--- src/rtl/add16_pipe.sv ---
// Two-stage pipelined 16-bit signed adder/subtractor with saturating, wrapping and
// packed 4-bit-lane (PADDSB) modes, built from four cla_4bit slices plus group lookahead.

module cla_4bit (
  input  logic [3:0] a,
  input  logic [3:0] b,
  input  logic       cin,
  output logic [3:0] c,
  output logic [3:0] p,
  output logic       gp,
  output logic       gg
);
  logic [3:0] g;

  always_comb begin
    g    = a & b;
    p    = a ^ b;
    c[0] = cin;
    c[1] = g[0] | (p[0] & cin);
    c[2] = g[1] | (p[1] & g[0]) | (p[1] & p[0] & cin);
    c[3] = g[2] | (p[2] & g[1]) | (p[2] & p[1] & g[0]) | (p[2] & p[1] & p[0] & cin);
    gp   = &p;
    gg   = g[3] | (p[3] & g[2]) | (p[3] & p[2] & g[1]) | (p[3] & p[2] & p[1] & g[0]);
  end
endmodule

module add16_pipe (
  input  logic        clk,
  input  logic        rst,
  input  logic        in_valid,
  output logic        in_ready,
  input  logic [15:0] a,
  input  logic [15:0] b,
  input  logic [1:0]  op,
  output logic        out_valid,
  input  logic        out_ready,
  output logic [15:0] result,
  output logic        flag_n,
  output logic        flag_z,
  output logic        flag_v
);
  localparam int DATA_W = 16;
  localparam logic [1:0] OP_ADD  = 2'b00;
  localparam logic [1:0] OP_SUB  = 2'b01;
  localparam logic [1:0] OP_PADD = 2'b10;
  localparam logic [1:0] OP_WRAP = 2'b11;

  function automatic logic signed [DATA_W-1:0] sat16(input logic signed [DATA_W-1:0] raw,
                                                     input logic a_msb, input logic ovf);
    if (!ovf) return raw;
    return a_msb ? 16'sh8000 : 16'sh7FFF;
  endfunction

  function automatic logic [3:0] sat_lane(input logic [3:0] raw, input logic a_msb,
                                          input logic ovf);
    if (!ovf) return raw;
    return a_msb ? 4'h8 : 4'h7;
  endfunction

  logic                     vld_p1_q, vld_p1_d;
  logic [1:0]               op_p1_q, op_p1_d;
  logic signed [DATA_W-1:0] a_p1_q, a_p1_d;
  logic signed [DATA_W-1:0] bp_p1_q, bp_p1_d;

  logic                     vld_p2_q, vld_p2_d;
  logic signed [DATA_W-1:0] result_p2_q, result_p2_d;
  logic                     n_p2_q, n_p2_d;
  logic                     z_p2_q, z_p2_d;
  logic                     v_p2_q, v_p2_d;

  logic adv2, accept;

  logic [3:0][3:0]          p_s, c_s;
  logic [3:0]               gp_s, gg_s, cin_s;
  logic                     c16;
  logic signed [DATA_W-1:0] raw, res;
  logic [3:0]               lane_ovf;
  logic                     ovf, n_res, z_res;

  always_comb begin
    adv2     = vld_p1_q & (!vld_p2_q | out_ready);
    in_ready = !vld_p1_q | adv2;
    accept   = in_valid & in_ready;
  end

  // ---- stage 1 capture: operands with B pre-inverted for subtract
  always_comb begin
    vld_p1_d = vld_p1_q;
    op_p1_d  = op_p1_q;
    a_p1_d   = a_p1_q;
    bp_p1_d  = bp_p1_q;
    if (accept) begin
      vld_p1_d = 1'b1;
      op_p1_d  = op;
      a_p1_d   = a;
      bp_p1_d  = (op == OP_SUB) ? ~b : b;
    end else if (adv2) begin
      vld_p1_d = 1'b0;
    end
  end

  always_ff @(posedge clk) begin
    if (rst) vld_p1_q <= 1'b0;
    else     vld_p1_q <= vld_p1_d;
    op_p1_q <= op_p1_d;
    a_p1_q  <= a_p1_d;
    bp_p1_q <= bp_p1_d;
  end

  for (genvar i = 0; i < 4; i++) begin : g_slice
    cla_4bit u_cla (
      .a  (a_p1_q[4*i +: 4]),
      .b  (bp_p1_q[4*i +: 4]),
      .cin(cin_s[i]),
      .c  (c_s[i]),
      .p  (p_s[i]),
      .gp (gp_s[i]),
      .gg (gg_s[i])
    );
  end

  // Group P/G do not depend on slice cin, so this lookahead has no loop through the slices.
  always_comb begin
    cin_s = '0;
    if (op_p1_q != OP_PADD) begin
      cin_s[0] = (op_p1_q == OP_SUB);
      cin_s[1] = gg_s[0] | (gp_s[0] & cin_s[0]);
      cin_s[2] = gg_s[1] | (gp_s[1] & cin_s[1]);
      cin_s[3] = gg_s[2] | (gp_s[2] & cin_s[2]);
    end
    c16 = gg_s[3] | (gp_s[3] & cin_s[3]);
  end

  // ---- stage 2: mode handling, flags
  always_comb begin
    raw      = p_s ^ c_s;
    res      = raw;
    lane_ovf = '0;
    ovf      = 1'b0;
    if (op_p1_q == OP_PADD) begin
      for (int i = 0; i < 4; i++) begin
        lane_ovf[i] = (a_p1_q[4*i+3] == bp_p1_q[4*i+3]) & (raw[4*i+3] != a_p1_q[4*i+3]);
        res[4*i +: 4] = sat_lane(raw[4*i +: 4], a_p1_q[4*i+3], lane_ovf[i]);
      end
      ovf = |lane_ovf;
    end else begin
      // carry-in vs carry-out of the sign bit: equivalent to the operand/result sign test
      ovf = c16 ^ c_s[3][3];
      res = (op_p1_q == OP_WRAP) ? raw : sat16(raw, a_p1_q[15], ovf);
    end
    n_res = (op_p1_q != OP_PADD) & res[15];
    z_res = (res == '0);
  end

  always_comb begin
    vld_p2_d    = vld_p2_q;
    result_p2_d = result_p2_q;
    n_p2_d      = n_p2_q;
    z_p2_d      = z_p2_q;
    v_p2_d      = v_p2_q;
    if (adv2) begin
      vld_p2_d    = 1'b1;
      result_p2_d = res;
      n_p2_d      = n_res;
      z_p2_d      = z_res;
      v_p2_d      = ovf;
    end else if (out_ready) begin
      vld_p2_d = 1'b0;
    end
  end

  always_ff @(posedge clk) begin
    if (rst) begin
      vld_p2_q    <= 1'b0;
      result_p2_q <= '0;
      n_p2_q      <= 1'b0;
      z_p2_q      <= 1'b0;
      v_p2_q      <= 1'b0;
    end else begin
      vld_p2_q    <= vld_p2_d;
      result_p2_q <= result_p2_d;
      n_p2_q      <= n_p2_d;
      z_p2_q      <= z_p2_d;
      v_p2_q      <= v_p2_d;
    end
  end

  assign out_valid = vld_p2_q;
  assign result    = result_p2_q;
  assign flag_n    = n_p2_q;
  assign flag_z    = z_p2_q;
  assign flag_v    = v_p2_q;

endmodule

--- config.mk ---
export PLATFORM = sky130hd
export DESIGN_NAME = add16_pipe
export DESIGN_NICKNAME = d
export VERILOG_FILES = /design/src/rtl/add16_pipe.sv
export SDC_FILE = /design/constraint.sdc
export NUM_CORES = 1
export LEC_CHECK = 0
export CORE_ASPECT_RATIO = 1.1
export CORE_MARGIN = 1.5
export CORE_UTILIZATION = 53
export DETAILED_ROUTE_END_ITERATION = 16
export GPL_TIMING_DRIVEN = 0
export HOLD_SLACK_MARGIN = 0.12
export PLACE_DENSITY = 0.8
export SLEW_MARGIN = 20
export SYNTH_ARGS = -nofsm -noshare
export SYNTH_HDL_FRONTEND = slang
export SYNTH_SLANG_ARGS = --single-unit
--- constraint.sdc ---
create_clock -name clk -period 5 [get_ports clk]
set_clock_uncertainty 0.05 [all_clocks]
set_input_delay 1 -clock clk [delete_from_list [all_inputs] [get_ports clk]]
set_output_delay 1 -clock clk [all_outputs]
set_load 0.02 [all_outputs]
==> After elaboration in Yosys (flattened, before gate mapping) <==
Index checks and enable logic that the tools add are counted.
{ "word_totals": {"reg_bits": 55, "out_inout_bits": 21, "wordCells": 186, "inputBits": 38} }
{ "op_classes": {"n_reduce_logical": 10, "n_eq_ne": 13, "bitwise": 120, "mux": 34} }
{ "ops": {"columns": ["operator", "n"], "rows": [
  ["16-bit 2-to-1 mux", 6],
  ["1-bit AND", 67],
  ["4-bit 2-to-1 mux", 13],
  ["1-bit OR", 42],
  ["4-bit AND", 4],
  ["16-bit logical NOT", 1],
  ["16-bit inverter", 1],
  ["4-bit AND reduction", 4],
  ["16-bit bitwise XOR", 1],
  ["4-bit bitwise XOR", 4],
  ["1-bit 2-to-1 mux", 15],
  ["1-bit == test", 4],
  ["2-bit by 1-bit == test with 1-bit output, second input constant", 2],
  ["2-bit == test, second input constant", 2],
  ["1-bit != test", 4],
  ["2-bit nonzero test", 2],
  ["4-bit OR reduction", 1],
  ["1-bit logical NOT", 2],
  ["2-bit != test, second input constant", 1],
  ["1-bit bitwise XOR", 1]
]} }

==> Longest topological paths before layout <==
Gate-level depths: netlist (run 1).
{ "logic_depth": {"ltp_word": 21, "mapped_depth": 11} }

==> Modules after synthesis <==
From an unflattened synthesis (run 1), not the netlist that was laid out.
{ "unflattened": {"hier_cells": 332, "area_unflattened_um2": 3258.1} }
{ "by_module_without_submodules": {"columns": ["module", "cells_per_inst", "seq_area_each_um2", "n_inst", "area_per_inst_um2"], "rows": [
  ["add16_pipe", 276, 1441.4, 1, 2792.7],
  ["cla_4bit", 14, 0.0, 4, 116.4]
]} }

==> Worst setup path after synthesis (run 1) <==
No wires, ideal clock.
{ "synth_timing": {"path_type": "flip-flop to flip-flop", "start": "register a_p1_q[3]", "end": "register z_p2_q, in the netlist flag_z", "period_less_slack_ns": 3.189, "setup_ns": 0.084, "t_arrival_ns": 3.055, "slack_ns": 1.811, "path_stages_with_launch": 11, "required_ns": 4.866, "cell_sequence": "edfxtp_1 -> ha_1 -> a21oi_1 -> nor2_4 -> a22oi_1 -> nand2_1 -> fa_1 -> xor2_1 -> or4_2 -> a22o_2 -> o31ai_2"} }
{ "synth_between": {"elab_chain_cells": 21, "elab_cells_between_ends": 73, "classes_between": "5 x eq/ne; 24 x mux; 42 x bitwise; 2 x reduce/logical"} }
{ "synth_rtl": {"columns": ["element", "line", "rtl"], "rows": [
  ["start: declaration", "62", "logic signed [DATA_W-1:0] a_p1_q, a_p1_d;"],
  ["start signal: assignment", "106", "a_p1_q <= a_p1_d;"],
  ["4-bit bitwise XOR", "17", "p = a ^ b;"],
  ["1-bit AND", "23", "gg = g[3] | (p[3] & g[2]) | (p[3] & p[2] & g[1]) | (p[3] & p[2] & p[1] & g[0]);"],
  ["1-bit OR / 1-bit AND (equally long branches) (2 in a row)", "23", null],
  ["1-bit OR", "23", null],
  ["1-bit OR", "127", "cin_s[1] = gg_s[0] | (gp_s[0] & cin_s[0]);"],
  ["1-bit AND", "128", "cin_s[2] = gg_s[1] | (gp_s[1] & cin_s[1]);"],
  ["1-bit OR", "128", null],
  ["1-bit AND", "129", "cin_s[3] = gg_s[2] | (gp_s[2] & cin_s[2]);"],
  ["[... 4 more ...]", null, null],
  ["16-bit bitwise XOR", "136", "raw = p_s ^ c_s;"],
  ["1-bit != test", "142", "lane_ovf[i] = (a_p1_q[4*i+3] == bp_p1_q[4*i+3]) & (raw[4*i+3] != a_p1_q[4*i+3]);"],
  ["1-bit AND", "142", null],
  ["1-bit 2-to-1 mux", "56", "if (!ovf) return raw;"],
  ["1-bit 2-to-1 mux", "140", "if (op_p1_q == OP_PADD) begin"],
  ["4-bit 2-to-1 mux", "57", "return a_msb ? 4'h8 : 4'h7;"],
  ["16-bit 2-to-1 mux *", "140", null],
  ["16-bit logical NOT *", "152", "z_res = (res == '0);"],
  ["end signal: assignment", "183", "z_p2_q <= z_p2_d;"],
  ["end: declaration", "68", "logic z_p2_q, z_p2_d;"]
]} }
Every way passes the cells marked *; elsewhere a longest branch is shown, timed or not. The select of a mux whose other input is x is not followed.
A chain may end at the register's enable or synchronous reset.

==> Worst setup path after layout (run 1) <==
{ "layout_timing": {"start": "register a_p1_q[5]", "end": "register z_p2_q, in the netlist flag_z"} }
{ "layout_between": {"elab_chain_cells": 18, "elab_cells_between_ends": 67, "classes_between": "3 x eq/ne; 19 x mux; 43 x bitwise; 2 x reduce/logical"} }
{ "layout_rtl": {"columns": ["element", "line", "rtl"], "rows": [
  ["4-bit AND / 4-bit bitwise XOR (equally long branches)", "16, 17", null],
  ["1-bit AND", "23", null],
  ["1-bit OR / 1-bit AND (equally long branches)", "23", null],
  ["1-bit OR", "23", null],
  ["1-bit OR", "128", null],
  ["1-bit AND", "129", null],
  ["1-bit OR", "129", null],
  ["4-bit 2-to-1 mux", "125", "if (op_p1_q != OP_PADD) begin"],
  ["[... 2 more ...]", null, null],
  ["16-bit bitwise XOR", "136", null],
  ["1-bit != test", "142", null],
  ["1-bit AND", "142", null],
  ["1-bit 2-to-1 mux", "56", null],
  ["1-bit 2-to-1 mux", "140", null],
  ["4-bit 2-to-1 mux", "57", null],
  ["16-bit 2-to-1 mux *", "140", null],
  ["16-bit logical NOT *", "152", null]
]} }
Marked as above.

==> results of run 1 <==
-- routing by layer --
metal | routed length, um | share of wire (%) | GRT usage (%)
met3 | 350 | 4.7 | 2.766
met1 | 3114 | 42 | 29.57
met4 | 144 | 2.0 | 8.766
met5 | 0 | 0 | 0
met2 | 3768 | 51 | 43.79
-- cell families after synthesis --
logic type      after synthesis
simple gates                114
buf+inv                      23
flops                        55
xor+xnor                     28
mux                           3
compound gates               82
fa+ha+maj                    20
-- cell type report --
cell class / instances / area (um2)
inverter: 11 / 41.29
clock inverter: 1 / 5.005
timing repair buffer: 58 / 580.6
fill: 493 / 1828
buffer: 12 / 56.30
clock buffer: 7 / 76.32
tap: 77 / 96.34
multi-input combinational: 247 / 1753
sequential: 55 / 1441
-- worst paths after layout --
check | from | end | slack (ns)
max | a_p1_q[5]$_DFFE_PP_ | flag_z$_SDFFE_PP0P_ | 1.51
min | result[4]$_SDFFE_PP0P_ | result[4]$_SDFFE_PP0P_ | 0.41
max reg2reg | a_p1_q[5]$_DFFE_PP_ | flag_z$_SDFFE_PP0P_ | 1.51
min reg2reg | result[4]$_SDFFE_PP0P_ | result[4]$_SDFFE_PP0P_ | 0.41
-- critical path, cell delays in order (launching register included) --
cell and delay [ns]:
edfxtp_1 0.38, ha_1 0.36, a21oi_1 0.30, o21ai_1 0.15, a22oi_1 0.34, nand2_1 0.12
fa_1 0.38, xor2_1 0.19, or4_2 0.63, a22o_2 0.30, o31ai_2 0.22
-- state kept, by name (all words and copies together) (netlist names) --
name and flops:
out_valid 1, flag_v 1, a_p1_q 16, op_p1_q 2
flag_z 1, vld_p1_q 1, flag_n 1, bp_p1_q 16
result 16
-- through the flow --
stage               std cells  hold slack, ns  util [%]
floorplan                 325          0.4460         -
global placement          460          0.3873     67.50
detailed placement        460          0.3958     67.52
CTS                       468          0.4075     68.90
global route              468          0.4269     68.90
finish                    468          0.4050     68.90
-- power by group --
part           internal (mW)  total, mW  switching (mW)
clock network         0.0988      0.240           0.141
registers              0.519      0.536          0.0174
logic                  0.153      0.344           0.191
total                  0.771       1.12           0.349
-- layout by cell type (no fill, tap or decap), drive strengths merged, types with 3 or more instances in the layout --
cell type / n
a211o: 5
a211oi: 4
a21oi: 28
and3: 3
buf: 3
clkbuf: 16
clkdlybuf4s50: 58
dfxtp: 21
edfxtp: 34
fa: 4
ha: 16
inv: 11
nand2: 30
nand2b: 8
nand3: 7
nor2: 32
nor2b: 4
nor3: 13
nor4: 3
o211ai: 5
o21ai: 15
o311ai: 3
or3: 3
xnor2: 21
xor2: 7
==> summary.log, run 1 <==
qor: clock_network.worstSkewPairLatency 0.31 ns
qor: synth.post_synth_xor_area_fraction 7.452%
qor: route.routed_via_density 5.682
qor: synth.avgSynthCellArea 10.13 um2
qor: floorplan.number_of_rows_created_at_floorplan 29
qor: place.detailedPlace.worstSlack 1.551 ns
qor: clock_network.cts_root_buffer_type clkbuf_8
qor: power_and_ir_drop.ir_worst_vdd 0.0001587 V
qor: place.postPlaceCellArea 0.003969 mm2
qor: route.routed_wirelength 7378 um
qor: timing.final.setup.tns 0 ns
qor: synth.area_share_of_fa_ha_maj_cells_after_synthesis 8.517%
qor: timing.number_of_hold_slack_violations_in_the_final_timing_report 0
qor: synth.synth_flop_cell edfxtp_1
qor: route.drt_first_iter_violations 163
qor: setup_path.critPathKind flip-flop to flip-flop
qor: hold_path.worst_hold_path.num_cells 2
qor: route.drt_pass1_iterations 4
qor: timing.layout_setup_ws 1.510 ns
qor: synth.yosys.area.top_type_share 31.03%
qor: synth.synth-edff-count 34
qor: clock_network.tritoncts_clock_tree done
qor: synth.post_synth_main_area_contributors edfxtp_1 31%, dfxtp_1 13%, ha_1 6.1%
qor: power_and_ir_drop.total_power 1.120 mW
qor: final_layout.layout-drive-gt1-share 8.440%
qor: global_routing.grt_start_max_net_pins 35
qor: floorplan.die_h 85.64 um
qor: timing.relSlewSlack 49.64%
qor: floorplan.io_pins 59
qor: clock_network.htree_num_levels 2
qor: timing.drv_slew 0
qor: synth.synthArstFlopShare 0%
qor: floorplan.design.die.area 0.006691 mm2
qor: timing.final_worst_path_period_share 69.81%
qor: final_layout.finish.net_count 448
qor: global_routing.initial_antenna_violation_count 0
qor: timing.clock.fmax 286.5 MHz
qor: place.dp_hpwl 5917 um
qor: flow_run.cap_viol_max_count 0
qor: clock_network.worst_setup_hold_path_clk_slew 0.09 ns
qor: timing.final_period_minus_worst_setup_slack 3.490 ns
qor: setup_path.cp-start-kind flip-flop
qor: run_status.outcome complete, no violations
qor: setup_path.crit_path_max_fanout 4
qor: synth.yosys-top-cells-count 34 x edfxtp_1, 30 x nand2_1, 29 x nor2_1
qor: global_routing.gr-usage-all-layers 24.16%
qor: setup_path.crit_path_end_kind flip-flop
qor: route.drt_drc_violations_left 0
qor: setup_path.worstPathRequired 5.18 ns
qor: global_routing.global_route.overflow_total 0
qor: clock_network.postCtsSetupBuffers 0
qor: clock_network.post_cts.resized_instances 0
qor: place.final_replace_weighted_congestion 0.9120
qor: synth.yosys_warnings 0
qor: place.buffer_ports.inserted 58
qor: route.drtAntennaViolNets 0
qor: synth.synth-compound-area-share 18.59%
qor: synth.ys_seq_elements 55
qor: final_layout.antennaDiodeCount 0
qor: clock_network.cts_sinks 55
qor: final_layout.syn_to_final_growth 23.08%
qor: synth.mappedNetlistArea 0.003291 mm2
qor: synth.yosys.cell_count.top_type edfxtp_1
qor: clock_network.cts-buffers-inserted 5
qor: synth.synth_top_family_by_area compound AO/OA/AOI/OAI gates
qor: floorplan.fp.dieW 78.13 um
qor: floorplan.area_of_the_core_region 0.005878 mm2
qor: synth.synth_simple_gate_area_share 17.72%
qor: power_and_ir_drop.power_density 276.6 mW/mm2
qor: route.drt-wirelength-per-cell 15.76 um
qor: clock_network.cts-root-to-sink-buffers 2
qor: synth.yosys.area.top_type edfxtp_1
qor: setup_path.worstRegToRegCells 10
qor: global_routing.wire_length_of_the_first_global_routing_pass 12380 um
qor: power_and_ir_drop.p_leak 1.463 nW
qor: hold_path.timing.hold.worst.class flip-flop to flip-flop
qor: final_layout.post-route-cell-area 0.004050 mm2
qor: synth.synthesis.nets 383
qor: timing.rsz_0062_raised_after_global_routing false
qor: synth.part_of_the_yosys_area_used_for_sequential_elements 43.80%
qor: clock_network.cts_hold_buffers 0
qor: synth.post_synth_inst_count 325
qor: synth.ys_types 68
qor: setup_path.cp.arrival 3.67 ns
qor: timing.max_slew.worst_pin.slew 0.7554 ns
qor: timing.setup_viol 0
qor: route.detailroute.via_count 2659
qor: synth.post_synth_mux_area_share 0.9506%
qor: floorplan.start_util 55.98%
qor: global_routing.grt_pass1_vias 2612
Note: power is estimated with default switching activity, not from simulation.
==> run 2: changes to the inputs <==
==> constraint.sdc (replaced) <==
create_clock -name clk -period 3.5 [get_ports clk]
set_clock_uncertainty 0.05 [all_clocks]
set_input_delay 0.7 -clock clk [delete_from_list [all_inputs] [get_ports clk]]
set_output_delay 0.7 -clock clk [all_outputs]
set_load 0.02 [all_outputs]
==> summary.log, run 2 (same netlist as run 1, synthesis figures left out) <==
qor: run_status.outcome complete, no violations
qor: timing.clock.fmax 301.6 MHz
qor: final_layout.layout_common_cells 58 x clkdlybuf4s50_1, 34 x edfxtp_1, 30 x nand2_1, 28 x nor2_1, 24 x a21oi_1
qor: place.final_replace_weighted_congestion 0.9120
qor: setup_path.reg2reg_to flag_z$_SDFFE_PP0P_
qor: place.dp_hpwl 5917 um
qor: power_and_ir_drop.total_power 1.606 mW
qor: route.routed_wirelength 7401 um
qor: setup_path.cp.arrival 3.49 ns
qor: final_layout.finish.net_count 449
qor: setup_path.cpPeakStageDelay 0.63 ns
qor: setup_path.crit_path_end_kind flip-flop
qor: timing.setup_viol 0
qor: flow_run.cap_viol_max_count 0
qor: power_and_ir_drop.power_density 392.4 mW/mm2
qor: clock_network.worstSkewPairLatency 0.30 ns
qor: floorplan.io_pins 59
qor: final_layout.commonest_non_fill_non_tap_cell_in_the_layout clkdlybuf4s50_1
qor: place.postPlaceCellArea 0.003969 mm2
qor: clock_network.cts_hold_buffers 0
qor: timing.final_period_minus_worst_setup_slack 3.316 ns
qor: floorplan.die_h 85.64 um
qor: clock_network.tritoncts_clock_tree done
qor: clock_network.worst_setup_hold_path_clk_slew 0.09 ns
qor: route.drtAntennaViolNets 0
qor: timing.layout_setup_ws 0.1844 ns
qor: power_and_ir_drop.intPower 1.106 mW
qor: floorplan.design.die.area 0.006691 mm2
qor: power_and_ir_drop.ir_worst_vdd 0.0002270 V
qor: power_and_ir_drop.comb_power_share 31.3%
qor: final_layout.num-fill-cells 491
qor: setup_path.worst_path_max_delay_cell or4_2
qor: timing.fin_hold_ws 0.4052 ns
qor: timing.number_of_hold_slack_violations_in_the_final_timing_report 0
qor: clock_network.cts_root_buffer_type clkbuf_8
qor: power_and_ir_drop.p_sw_share 31.16%
qor: setup_path.worstPathRequired 3.68 ns
qor: final_layout.syn_to_final_growth 24.41%
qor: hold_path.timing.hold.worst.class flip-flop to flip-flop
qor: global_routing.grt_start_max_net_pins 35
qor: timing.relSlewSlack 49.40%
qor: global_routing.wire_length_of_the_first_global_routing_pass 12380 um
qor: setup_path.worstSetupEndpoint flag_z$_SDFFE_PP0P_
qor: setup_path.cp-start-kind flip-flop
qor: route.detailroute.via_count 2638
qor: final_layout.layout-drive-gt1-share 10.71%
qor: route.drt_first_iter_violations 125
qor: setup_path.critical_path.cell_chain ha_1 -> a21oi_2 -> o21ai_1 -> a22oi_2 -> nand2_1 -> fa_1 -> xor2_1 -> or4_2 -> a22o_2 -> o31ai_2
qor: power_and_ir_drop.share_seq_of_total_power 47.7%
qor: route.drt-wirelength-per-cell 15.78 um
qor: floorplan.fp.dieW 78.13 um
qor: floorplan.area_of_the_core_region 0.005878 mm2
qor: final_layout.antennaDiodeCount 0
qor: setup_path.startpoint a_p1_q[5]$_DFFE_PP_
qor: timing.max_slew.worst_pin.slew 0.7590 ns
qor: floorplan.number_of_rows_created_at_floorplan 29
qor: place.buffer_ports.inserted 58
qor: power_and_ir_drop.clock_power_share 21.0%
qor: timing.final_worst_path_period_share 94.73%
qor: setup_path.worstRegToRegCells 10
qor: clock_network.cts-buffers-inserted 5
qor: timing.final.setup.tns 0 ns
qor: global_routing.gr-usage-all-layers 24.16%
qor: floorplan.start_util 55.98%
qor: route.drt_pass1_iterations 4
qor: clock_network.htree_num_levels 2
qor: clock_network.cts_sinks 55
qor: final_layout.post-route-cell-area 0.004094 mm2
qor: route.routed_via_density 5.625
qor: setup_path.critPathKind flip-flop to flip-flop
qor: setup_path.crit_path_max_fanout 4
qor: setup_path.worst-r2r-setup-slack 0.18 ns
qor: power_and_ir_drop.p_leak 1.466 nW
qor: place.detailedPlace.worstSlack 0.05112 ns
qor: power_and_ir_drop.p_sw 0.5006 mW
qor: route.drt_drc_violations_left 0
qor: setup_path.timing.rr.start a_p1_q[5]$_DFFE_PP_
qor: global_routing.global_route.overflow_total 0
qor: timing.rsz_0062_raised_after_global_routing false
qor: clock_network.cts-root-to-sink-buffers 2
qor: global_routing.grt_pass1_vias 2612
qor: global_routing.initial_antenna_violation_count 0
qor: timing.drv_slew 0
run 2: what timing repair did:
item | in CTS | in global routing
resized for setup | 0 | 9
buffers inserted | 0 | 1
endpoints found under the setup margin | 0 | 7
run 2: how the worst min path moves through the flow:
stage	from	endpoint	slack, ns	depth (start not counted)
3_5_place_dp	result[4]$_SDFFE_PP0P_	result[4]$_SDFFE_PP0P_	0.40	2
5_1_grt	result[5]$_SDFFE_PP0P_	result[5]$_SDFFE_PP0P_	0.43	2
2_1_floorplan	vld_p1_q$_SDFFE_PP0P_	out_valid$_SDFFE_PP0P_	0.45	2
6_report	result[4]$_SDFFE_PP0P_	result[4]$_SDFFE_PP0P_	0.41	2
4_1_cts	result[4]$_SDFFE_PP0P_	result[4]$_SDFFE_PP0P_	0.41	2
3_3_place_gp	result[4]$_SDFFE_PP0P_	result[4]$_SDFFE_PP0P_	0.39	2
run 2: critical path, delay by kind of cell (launching register included):
kind | cells | cell delay (ns)
adders and majority gates | 2 | 0.75
AOI/OAI and AO/OA | 5 | 1.15
DFF | 1 | 0.38
and+or+nand+nor | 2 | 0.73
xor gates and xnor gates | 1 | 0.19
run 2: layout make-up:
cell class                 count  area [um2]  share of cell area, %
sequential                    55        1441                  35.21
inverter                      11       41.29                  1.009
timing repair buffer          59       588.1                  14.36
clock inverter                 1       5.005                 0.1222
clock buffer                   7       76.32                  1.864
buffer                        12       56.30                  1.375
tap                           77       96.34                  2.353
multi-input combinational    247        1789                  43.70
run 2: power groups by stage:
stage               logic [mW]  registers [mW]  clock network [mW]
finish                   0.504           0.766               0.337
global route             0.555           0.772               0.370
CTS                      0.492           0.767               0.347
detailed placement       0.490           0.782                   0
global placement         0.478           0.779                   0
floorplan                0.306           0.799                   0
run 2: routing by layer:
layer  wire length [um]  track usage (%)  share of wire, %
met5                  0                0                 0
met4                120            8.766               1.6
met3                281            2.766               3.8
met2               3785            43.79                51
met1               3213            29.57                43
run 2: stage by stage:
| stage | util, % | std cells |
|---|---|---|
| CTS | 68.90 | 468 |
| finish | 69.65 | 469 |
| global placement | 67.50 | 460 |
| global route | 69.65 | 469 |
| detailed placement | 67.52 | 460 |
| floorplan | - | 325 |
==> run 3: changes to the inputs <==
--- a/config.mk
+++ b/config.mk
@@ -6,7 +6,7 @@
 export NUM_CORES = 1
 export LEC_CHECK = 0
 export CORE_ASPECT_RATIO = 1.1
-export CORE_MARGIN = 1.5
+export CORE_MARGIN = 4
 export CORE_UTILIZATION = 53
 export DETAILED_ROUTE_END_ITERATION = 16
 export GPL_TIMING_DRIVEN = 0
==> summary.log, run 3 (same netlist as run 1, synthesis figures left out) <==
qor: global_routing.initial_antenna_violation_count 0
qor: setup_path.worstRegToRegCells 10
qor: route.drt_first_iter_violations 139
qor: timing.final_period_minus_worst_setup_slack 3.388 ns
qor: place.buffer_ports.inserted 58
qor: global_routing.globalRoute.busiestLayer met2
qor: place.postPlaceCellArea 0.003969 mm2
qor: setup_path.cp-start-kind flip-flop
qor: power_and_ir_drop.power_density 402.7 mW/mm2
qor: route.routed_wirelength 7627 um
qor: clock_network.cts_hold_buffers 0
qor: floorplan.number_of_rows_created_at_floorplan 29
qor: setup_path.timing.rr.start a_p1_q[11]$_DFFE_PP_
qor: floorplan.start_util 55.64%
qor: place.detailedPlace.worstSlack 0.02575 ns
qor: setup_path.cp.arrival 3.57 ns
qor: clock_network.htree_num_levels 2
qor: clock_network.worst_setup_hold_path_clk_slew 0.10 ns
qor: setup_path.crit_path_end_kind flip-flop
qor: global_routing.grt_pass1_vias 2549
qor: final_layout.layout-drive-gt1-share 10.94%
qor: floorplan.area_of_the_core_region 0.005914 mm2
qor: route.drt_drc_violations_left 0
qor: timing.final_worst_path_period_share 96.79%
qor: global_routing.global_route.overflow_total 0
qor: setup_path.critical_path.cell_chain ha_2 -> inv_2 -> nor3_1 -> nand2_1 -> o31a_1 -> a2111oi_4 -> a21oi_1 -> o21ai_0 -> or4b_4 -> o31ai_2
qor: route.drt-wirelength-per-cell 16.23 um
qor: setup_path.critPathKind flip-flop to flip-flop
qor: clock_network.cts_sinks 55
qor: timing.layout_setup_ws 0.1123 ns
qor: final_layout.layout_common_cells 58 x clkdlybuf4s50_1, 34 x edfxtp_1, 30 x nand2_1, 28 x nor2_1, 24 x a21oi_1
qor: route.routed_via_density 5.643
qor: route.drtAntennaViolNets 0
qor: final_layout.finish.net_count 450
qor: final_layout.commonest_non_fill_non_tap_cell_in_the_layout clkdlybuf4s50_1
qor: route.drt_pass1_iterations 4
qor: final_layout.post-route-cell-area 0.004124 mm2
qor: global_routing.wire_length_of_the_first_global_routing_pass 12190 um
qor: setup_path.worstSetupEndpoint flag_z$_SDFFE_PP0P_
qor: setup_path.worst-r2r-setup-slack 0.11 ns
qor: floorplan.fp.dieW 83.13 um
qor: route.detailroute.via_count 2652
qor: clock_network.tritoncts_clock_tree done
qor: final_layout.syn_to_final_growth 25.32%
qor: run_status.outcome complete, no violations
qor: global_routing.grt_start_max_net_pins 35
qor: power_and_ir_drop.ir_worst_vdd 0.0002164 V
qor: place.final_replace_weighted_congestion 0.8262
qor: setup_path.worstPathRequired 3.68 ns
qor: setup_path.crit_path_max_fanout 5
qor: power_and_ir_drop.p_leak 1.483 nW
qor: floorplan.die_h 90.64 um
qor: timing.number_of_hold_slack_violations_in_the_final_timing_report 0
qor: hold_path.timing.hold.worst.class flip-flop to flip-flop
qor: flow_run.cap_viol_max_count 0
qor: timing.setup_viol 0
qor: timing.drv_slew 0
qor: setup_path.reg2reg_to flag_z$_SDFFE_PP0P_
qor: global_routing.groute.layer.met1.usage 24.45%
qor: place.inst_count_dp 460
qor: final_layout.final-instance-count-excl-fill 470
qor: global_routing.globalRouteMet2Util 36.36%
qor: timing.relSlewSlack 48.16%
qor: clock_network.worstSkewPairLatency 0.30 ns
qor: timing.clock.fmax 295.2 MHz
qor: final_layout.antennaDiodeCount 0
qor: clock_network.cts_root_buffer_type clkbuf_8
qor: setup_path.startpoint a_p1_q[11]$_DFFE_PP_
qor: clock_network.cts-buffers-inserted 5
qor: timing.max_slew.worst_pin.slew 0.7776 ns
qor: clock_network.cts-root-to-sink-buffers 2
qor: floorplan.io_pins 59
qor: setup_path.worst_path_max_delay_cell or4b_4
qor: setup_path.cpPeakStageDelay 0.50 ns
qor: global_routing.gr-usage-all-layers 20.17%
qor: global_routing.global_route.usage.met3 3.011%
qor: place.dp_hpwl 6039 um
qor: floorplan.design.die.area 0.007535 mm2
-- run 3: changes by cell type in the layout (fill, tap and decap cells not counted) --
cell / previous run / this run
clkinv_2: 1 / 0
clkbuf_2: 0 / 1
clkbuf_1: 10 / 9
o21ai_1: 1 / 2
o21ai_2: 1 / 0
nor2_2: 3 / 2
clkbuf_16: 0 / 1
nor2_4: 1 / 2
buf_4: 1 / 2
-- run 3: layout make-up --
cell class	count	area [um2]
multi-input combinational	247	1790
fill	461	1790
sequential	55	1441
timing repair buffer	60	595.6
clock buffer	8	102.6
tap	77	96.34
buffer	12	56.30
inverter	11	41.29
-- run 3: what timing repair did --
item	CTS	global route
setup endpoints to repair	1	2
pin swaps	0	1
gates resized for setup	1	8
setup buffers	0	2
-- run 3: how the worst min path moves through the flow --
stage,to,slack (ns),depth (start not counted),startpoint
2_1_floorplan,out_valid$_SDFFE_PP0P_,0.45,2,vld_p1_q$_SDFFE_PP0P_
3_3_place_gp,result[4]$_SDFFE_PP0P_,0.39,2,result[4]$_SDFFE_PP0P_
3_5_place_dp,result[8]$_SDFFE_PP0P_,0.40,2,result[8]$_SDFFE_PP0P_
4_1_cts,result[8]$_SDFFE_PP0P_,0.41,2,result[8]$_SDFFE_PP0P_
5_1_grt,result[4]$_SDFFE_PP0P_,0.43,2,result[4]$_SDFFE_PP0P_
6_report,result[8]$_SDFFE_PP0P_,0.41,2,result[8]$_SDFFE_PP0P_
-- run 3: worst max-delay path, delay by kind of cell (launching register included) --
kind,cells,cell delay (ns)
AO/OA/AOI/OAI,5,1.36
AND/OR/NAND/NOR,3,1.02
flip-flops,1,0.43
adder cells (fa/ha/maj),1,0.40
buffers and inverters,1,0.07
-- run 3: metrics by stage --
step	hold slack, ns	total power [mW]	setup TNS [ns]	utilization (%)
3_5_place_dp	0.3950	1.271	0	67.10
4_1_cts	0.4070	1.659	0	68.99
5_1_grt	0.4310	1.754	-0.05463	69.73
6_report	0.4062	1.661	0	69.73
2_1_floorplan	0.4460	1.105	0	-
3_3_place_gp	0.3872	1.254	0	67.08
-- run 3: power by group --
group / internal [mW] / switching (mW)
Sequential: 0.741 / 0.0239
Clock: 0.188 / 0.201
Combinational: 0.224 / 0.282
-- run 3: per-layer routing --
layer | up-vias | share of wire, %
li1 | 1320 | -
met1 | 1244 | 42
met2 | 78 | 52
met3 | 10 | 4.7
met4 | 0 | 1.5
met5 | - | 0
